$ cat src/rtl/rc4_decryptor.sv
// RC4 keystream generator and decrypt engine.
// Uses the permutation left in S RAM by the key-schedule shuffle. Each message
// byte advances i/j, swaps S[i] and S[j], fetches f = S[S[i]+S[j]], XORs f with
// the encrypted ROM byte and writes the result to decrypted RAM (8 cycles/byte).
// Optional build macro RC4_ASCII_CHECK_EN adds an o_invalid flag. The run stops
// early on the first decrypted byte that is not lowercase ASCII or space.
module rc4_decryptor #(
  parameter int unsigned RAM_WIDTH  = 8,
  parameter int unsigned RAM_LENGTH = 8,
  parameter int unsigned MSG_LENGTH = 32,
  parameter int unsigned MSG_ADDR_W = 5
) (
  input  logic                  i_clk,
  input  logic                  i_reset,
  input  logic                  i_start,
  output logic                  o_finished,
  input  logic [RAM_WIDTH-1:0]  i_s_ram_out,
  output logic                  o_s_write_enable,
  output logic [RAM_WIDTH-1:0]  o_s_ram_in,
  output logic [RAM_LENGTH-1:0] o_s_address,
  input  logic [RAM_WIDTH-1:0]  i_enc_rom_out,
  output logic [MSG_ADDR_W-1:0] o_enc_address,
  output logic                  o_dec_write_enable,
  output logic [RAM_WIDTH-1:0]  o_dec_ram_in,
  output logic [MSG_ADDR_W-1:0] o_dec_address
`ifdef RC4_ASCII_CHECK_EN
  ,
  output logic                  o_invalid
`endif
);

  typedef enum logic [3:0] {
    ST_AWAIT_START,
    ST_REQ_SI,
    ST_CAP_SI,
    ST_CAP_SJ,
    ST_WR_SI,
    ST_WR_SJ,
    ST_REQ_F,
    ST_CAP_F,
    ST_WR_DEC,
    ST_FINISHED
  } state_t;

  state_t                r_state;
  state_t                w_state_nxt;
  logic [RAM_LENGTH-1:0] r_i;
  logic [RAM_LENGTH-1:0] r_j;
  logic [MSG_ADDR_W-1:0] r_k;
  logic [RAM_WIDTH-1:0]  r_si;
  logic [RAM_WIDTH-1:0]  r_sj;
  logic [RAM_WIDTH-1:0]  r_f;
  logic [RAM_WIDTH-1:0]  r_enc;
  logic                  r_start_d;

  logic                  w_start_edge;
  logic [RAM_LENGTH-1:0] w_i_inc;
  logic [RAM_LENGTH-1:0] w_next_j;
  logic [RAM_LENGTH-1:0] w_f_addr;
  logic [RAM_WIDTH-1:0]  w_dec_byte;
  logic                  w_last;
  logic                  w_stop;

  assign w_start_edge = i_start & ~r_start_d;
  assign w_i_inc      = r_i + RAM_LENGTH'(1);
  assign w_next_j     = r_j + RAM_LENGTH'(i_s_ram_out);
  assign w_f_addr     = RAM_LENGTH'(r_si) + RAM_LENGTH'(r_sj);
  assign w_dec_byte   = r_f ^ r_enc;
  assign w_last       = (r_k == MSG_ADDR_W'(MSG_LENGTH - 1));

`ifdef RC4_ASCII_CHECK_EN
  logic r_invalid;
  logic w_ascii_ok;

  // Accept only 'a'..'z' and space as plausible plaintext
  assign w_ascii_ok = ((w_dec_byte >= RAM_WIDTH'(8'h61)) && (w_dec_byte <= RAM_WIDTH'(8'h7A)))
                    || (w_dec_byte == RAM_WIDTH'(8'h20));
  assign w_stop     = w_last | ~w_ascii_ok;
  assign o_invalid  = r_invalid;

  // Invalid flag: set on a rejected byte, cleared by the next launch
  always_ff @(posedge i_clk or posedge i_reset) begin
    if (i_reset) begin
      r_invalid <= 1'b0;
    end else if (r_state == ST_AWAIT_START && w_start_edge) begin
      r_invalid <= 1'b0;
    end else if (r_state == ST_WR_DEC && !w_ascii_ok) begin
      r_invalid <= 1'b1;
    end
  end
`else
  assign w_stop = w_last;
`endif

  // Message index addresses both the encrypted ROM and the decrypted RAM
  assign o_enc_address = r_k;
  assign o_dec_address = r_k;

  // State register
  always_ff @(posedge i_clk or posedge i_reset) begin
    if (i_reset) begin
      r_state <= ST_AWAIT_START;
    end else begin
      r_state <= w_state_nxt;
    end
  end

  // Next-state and memory strobes/addresses decoded from the current state
  always_comb begin
    w_state_nxt        = r_state;
    o_s_address        = '0;
    o_s_ram_in         = '0;
    o_s_write_enable   = 1'b0;
    o_dec_write_enable = 1'b0;
    o_dec_ram_in       = '0;
    o_finished         = 1'b0;
    case (r_state)
      ST_AWAIT_START: begin
        if (w_start_edge) begin
          w_state_nxt = ST_REQ_SI;
        end
      end
      ST_REQ_SI: begin
        o_s_address = w_i_inc;
        w_state_nxt = ST_CAP_SI;
      end
      ST_CAP_SI: begin
        o_s_address = w_next_j;
        w_state_nxt = ST_CAP_SJ;
      end
      ST_CAP_SJ: begin
        w_state_nxt = ST_WR_SI;
      end
      ST_WR_SI: begin
        o_s_address      = r_i;
        o_s_ram_in       = r_sj;
        o_s_write_enable = 1'b1;
        w_state_nxt      = ST_WR_SJ;
      end
      ST_WR_SJ: begin
        o_s_address      = r_j;
        o_s_ram_in       = r_si;
        o_s_write_enable = 1'b1;
        w_state_nxt      = ST_REQ_F;
      end
      ST_REQ_F: begin
        o_s_address = w_f_addr;
        w_state_nxt = ST_CAP_F;
      end
      ST_CAP_F: begin
        w_state_nxt = ST_WR_DEC;
      end
      ST_WR_DEC: begin
        o_dec_ram_in       = w_dec_byte;
        o_dec_write_enable = 1'b1;
        w_state_nxt        = w_stop ? ST_FINISHED : ST_REQ_SI;
      end
      ST_FINISHED: begin
        o_finished  = 1'b1;
        w_state_nxt = ST_AWAIT_START;
      end
      default: begin
        w_state_nxt = ST_AWAIT_START;
      end
    endcase
  end

  // Datapath registers: indices, swap operands, keystream and ROM byte
  always_ff @(posedge i_clk or posedge i_reset) begin
    if (i_reset) begin
      r_i       <= '0;
      r_j       <= '0;
      r_k       <= '0;
      r_si      <= '0;
      r_sj      <= '0;
      r_f       <= '0;
      r_enc     <= '0;
      r_start_d <= 1'b0;
    end else begin
      r_start_d <= i_start;
      case (r_state)
        ST_AWAIT_START: begin
          if (w_start_edge) begin
            r_i <= '0;
            r_j <= '0;
            r_k <= '0;
          end
        end
        ST_REQ_SI: r_i <= w_i_inc;
        ST_CAP_SI: begin
          r_si <= i_s_ram_out;
          r_j  <= w_next_j;
        end
        ST_CAP_SJ: r_sj <= i_s_ram_out;
        ST_CAP_F: begin
          r_f   <= i_s_ram_out;
          r_enc <= i_enc_rom_out;
        end
        ST_WR_DEC: begin
          if (!w_stop) begin
            r_k <= r_k + MSG_ADDR_W'(1);
          end
        end
        default: ;
      endcase
    end
  end

endmodule

$ cat config.mk
export PLATFORM = sky130hd
export DESIGN_NAME = rc4_decryptor
export DESIGN_NICKNAME = d
export VERILOG_FILES = /design/src/rtl/rc4_decryptor.sv
export SDC_FILE = /design/constraint.sdc
export NUM_CORES = 1
export LEC_CHECK = 0
export CAP_MARGIN = 10
export CORE_MARGIN = 3
export CORE_UTILIZATION = 49
export CTS_CLUSTER_SIZE = 20
export DETAILED_ROUTE_END_ITERATION = 6
export HOLD_SLACK_MARGIN = 0.05
export PLACE_DENSITY = 0.76
export SLEW_MARGIN = 40
export SYNTH_ARGS = -nofsm -noshare
export SYNTH_HDL_FRONTEND = slang
export SYNTH_SLANG_ARGS = --single-unit
$ cat constraint.sdc
create_clock -name i_clk -period 2.6 [get_ports i_clk]
set_input_delay 0.65 -clock i_clk [delete_from_list [all_inputs] [get_ports i_clk]]
set_output_delay 0.65 -clock i_clk [all_outputs]
set_load 0.01 [all_outputs]
Word level (Yosys, flattened, before mapping)
Index checks and enable logic that the tools add are counted.

Output and inout port bits: 37. Bits in registers: 58.

$add $sub $neg: 4. Bitwise operators: 3. Equality and inequality tests: 12. Reductions and logical operators: 8. Multiplexer cells: 15.

Operators with widths (number): case mux 8 bit (2 select lines) (3); case mux 8 bit (5 select lines) (1); case mux 4 bit (9 select lines) (1); adder 8 bit (2); equality test 4 x 3 -> 1 bit (second input constant) (4); two-way mux 8 bit (2); two-way mux 5 bit (2); case mux 5 bit (2 select lines) (1); adder 8 x 1 -> 8 bit (second input constant) (1); equality test 4 x 2 -> 1 bit (second input constant) (2); equality test 4 bit (second input constant) (2); two-way mux 4 bit (2); XOR 8 bit (1); nonzero test 2 bit (3); adder 5 x 1 -> 5 bit (second input constant) (1); equality test 5 bit (second input constant) (1); equality test 4 x 1 -> 1 bit (second input constant) (1); logical NOT 4 bit (1); != test 2 bit (second input constant) (2); AND reduction 2 bit (2); two-way mux 1 bit (3); AND reduction 3 bit (1); OR reduction 2 bit (1); AND 1 bit (1); NOT 1 bit (1).

Longest topological paths before layout
Depth in word-level cells: 4. Depth in mapped cells: 8. Depth with buffers taken out: 8.

Worst setup path after synthesis
No wires, ideal clock.

Kind: input to output. Start: input i_s_ram_out[0]. End: output o_s_address[6]. Data arrival time: 2148 ps. Setup slack: -198 ps. Stages: 7. Data required time: 1950 ps. Path through: ha_1 fa_1 a211oi_1 o21bai_1 nand4b_1 o211ai_1 a311o_1.

Cells in the longest elaborated chain, start to end: 2.

RTL lines: from (decl) (line 17) `input logic [RAM_WIDTH-1:0] i_s_ram_out,`; adder 8 bit (line 66) `assign w_next_j = r_j + RAM_LENGTH'(i_s_ram_out);`; case mux 8 bit (5 select lines) (line 117) `case (r_state)`; to (decl) (line 20) `output logic [RAM_LENGTH-1:0] o_s_address,`.

No other way between the ends.

Worst setup path in the final report
Start: register r_sj[0]. End: output o_s_address[6].

Cells in the longest elaborated chain, start to end: 2.

RTL lines: from (decl) (line 51) `logic [RAM_WIDTH-1:0] r_sj;`; from (signal assigned) (line 194) `ST_CAP_SJ: r_sj <= i_s_ram_out;`; adder 8 bit (line 67) `assign w_f_addr = RAM_LENGTH'(r_si) + RAM_LENGTH'(r_sj);`; case mux 8 bit (5 select lines) (line 117).

No other way between the ends.

==> summary.md <==
| Metric | Value |
|---|---|
| Reg-to-Reg Start | r_j[0] |
| Clk root buf | clkbuf_8 |
| Share of layout cells above drive strength 1 | 47.93% |
| Final hold violation count | 0 |
| Total Neg Setup Slack | -2459 ps |
| Relative slew slack | 55.25% |
| Status | finished with violations |
| Worst Path Max Fanout | 2 |
| Clock Skews | 11.50 ps |
| Arrival time worst endpoint | 2540 ps |
| Peak VDD IR | 889.0 uV |
| Core Rows | 30 |
| IO Port Bufs | 55 |
| Int Pwr | 4.740 mW |
| Final count of pins violating max slew | 0 |
| Max clock buf depth | 2 |
| Ys Warns | 0 |
| Syn nets | 387 |
| Number of synthesized flops with an enable pin | 0 |
| 1st-pass router iterations | 5 |
| Routed WL | 13180 um |
| Initial antenna violation count | 0 |
| Initial DRC count | 330 |
| Antenna viol nets, final | 0 |
| Synth unique cells | 53 |
| Design Area, Final | 5682 um^2 |
| Setup CP Type | flop to output pin |
| Seq/Total Area, Yosys | 41.58% |
| Mapped Cells | 349 |
| Worst hold path endpoint | r_enc[7] |
| Leak | 2.676 nW |
| Crit path capture type | output pin |
| Die X-Extent | 90.41 um |
| Worst setup margin | -589.0 ps |
| Violated checks | setup timing |
| H-tree depth | 3 |
| Area share of the largest cell type after synthesis | 41.58% |
| Pwr/cell area | 1415 nW/um^2 |
| Top cells by area, synth | dfrtp_1 (42%), mux2_2 (7.7%), ha_1 (6.1%) |
| Worst-case reg-to-reg path depth | 13 |
| Post-Syn Area per Cell | 10.00 um^2 |
| Die area | 8173 um^2 |
| Final min period | 3189 ps |
| Largest area contributor in the netlist | dfrtp_1 |
| Core ar. | 6869 um^2 |
| CTS sink count | 58 |
| Final core occ | 82.71% |
| Hold_sp | r_enc[7] |
| Post-synth top flop | dfrtp_1 |
| Startpoint types | flop |
| Ports | 56 |
| Final count of negative-setup-slack endpoints | 8 |
| Max_cap viols | 0 |
| Switch share | 41.03% |
| Chip Height | 90.41 um |
| Placed cell count | 579 |
| Starting density of the core | 50.82% |
| FMAX | 313.6 MHz |
| Worst slew pin tran | 667.2 ps |
| CTS hold repair buffers | 0 |
| Via count | 3730 |
| Global-route wire length before repair | 20310 um |
| Total track usage | 31.69% |
| Dpl cell area | 4792 um^2 |
| RSZ-0062 raised after global routing | true |
| Vias in the first global route | 3897 |
| CP Data Required Time | 1950 ps |
| Non-Filler Instances | 628 |
| Combinational share of power | 66.1% |
| Sequential share of power | 20.9% |
| # diodes | 0 |
| Async SR Flop Fraction | 100.0% |
| Setup WS pre-CTS | -1135 ps |
| Switching component of the power | 3.298 mW |
| Final worst-path cycle share | 122.7% |
| R2R Path End | r_j[4] |
| HP Class | flop to flop |
| Dpl hpwl | 7457 um |
| Clk slew on worst S/H paths | 70 ps |
| Power Total | 8.038 mW |
| Filler cell count | 366 |
| R2R Setup Slk | 120 ps |
| Clock power share | 13.0% |
| CTS tree | done |
| Gpl congestion | 0.9955 |
| Cts bufs inserted | 9 |
| Grt total ovfl | 0 |
| Fin nets | 566 |
| Number of synthesized register bits | 58 |
| Skew-Pair Late Insertion Delay | 350 ps |
| Largest net degree at the start of global routing | 31 |
| Hold path cells | 1 |
| Routed len/inst | 20.99 um |
| Hold WS | 526.5 ps |
| Synth Cell Area | 3491 um^2 |
| Most frequent cell after synthesis | dfrtp_1 |
| Area Overhead vs Synth | 62.76% |
| DRC violations left | 0 |
| Top post-synthesis cells by count | dfrtp_1 (58), nand2_1 (49), nor2_1 (30) |
| Vias per cell | 5.939 |
-- final cells by class --
type                            count  area (um^2)  share of cell area, %
Clock inverter                      5        102.6                  1.806
Tap cell                           96        120.1                  2.114
Inverter                            6        25.02                 0.4404
Sequential cell                    58         1451                  25.54
Clock buffer                       10        137.6                  2.422
Multi-Input combinational cell    269         2307                  40.61
Timing Repair Buffer              184         1538                  27.06
-- flip-flops by register name, indices dropped and copies added, names as in the netlist --
signal and flops:
r_si 8, o_dec_address 5, r_j 8, r_sj 8
r_state 4, r_i 8, r_f 8, r_start_d 1
r_enc 8
-- worst max path at each step --
stage                    from        endpoint
6_report              r_sj[0]  o_s_address[6]
5_1_grt        i_s_ram_out[2]  o_s_address[6]
4_1_cts               r_sj[0]  o_s_address[6]
3_5_place_dp   i_s_ram_out[0]  o_s_address[6]
3_3_place_gp   i_s_ram_out[1]  o_s_address[7]
2_1_floorplan  i_s_ram_out[0]  o_s_address[6]
-- power by group through the flow --
stage,registers (mW),clock network [mW],logic (mW)
after floorplan,1.60,0,2.11
after global routing,1.72,1.08,5.59
final,1.68,1.04,5.31
after detailed placement,1.63,0,3.94
after global placement,1.61,0,3.83
after CTS,1.66,1.04,4.81
-- placed cells by master, fill, tap and decap left out, drive strengths merged, types with 8 or more instances in the layout --
master / n
a22o: 10
nor2: 32
o21ai: 27
xor2: 8
xnor2: 13
ha: 17
mux2: 24
clkbuf: 17
dfrtp: 58
buf: 149
a21o: 10
clkdlybuf4s50: 23
nand2: 49
-- cells by family (layout without fill, tap and decap cells) --
| group | after synthesis | in the layout | share of synthesized area, % |
|---|---|---|---|
| buffers and inverters | 22 | 205 | 3.584 |
| adders and majority gates | 19 | 19 | 7.240 |
| muxes | 25 | 25 | 8.029 |
| and+or+nand+nor | 120 | 120 | 17.38 |
| DFF | 58 | 58 | 41.58 |
| AOI/OAI and AO/OA | 84 | 84 | 16.92 |
| xor gates and xnor gates | 21 | 21 | 5.269 |
-- timing repair --
item,in CTS,in global routing
endpoints found under the setup margin,25,27
cloned,1,0
pin swaps,46,29
gates resized for setup,181,48
setup buffers,34,14
-- layer usage --
metal	vias up	share of wire (%)	GRT usage (%)
li1	1620	-	-
met1	1824	38	37.46
met2	209	49	53.89
met3	77	7.0	7.000
met4	0	5.7	16.58
met5	-	0	0
-- critical path, cell delays in order, from the launching register on --
cell	delay, ps
dfrtp_1	410
ha_4	180
inv_2	60
fa_2	220
nor2b_1	70
o31a_1	270
o21a_1	200
or3_1	320
a311o_1	310
buf_2	150
Note: power is estimated with default switching activity, not from simulation.
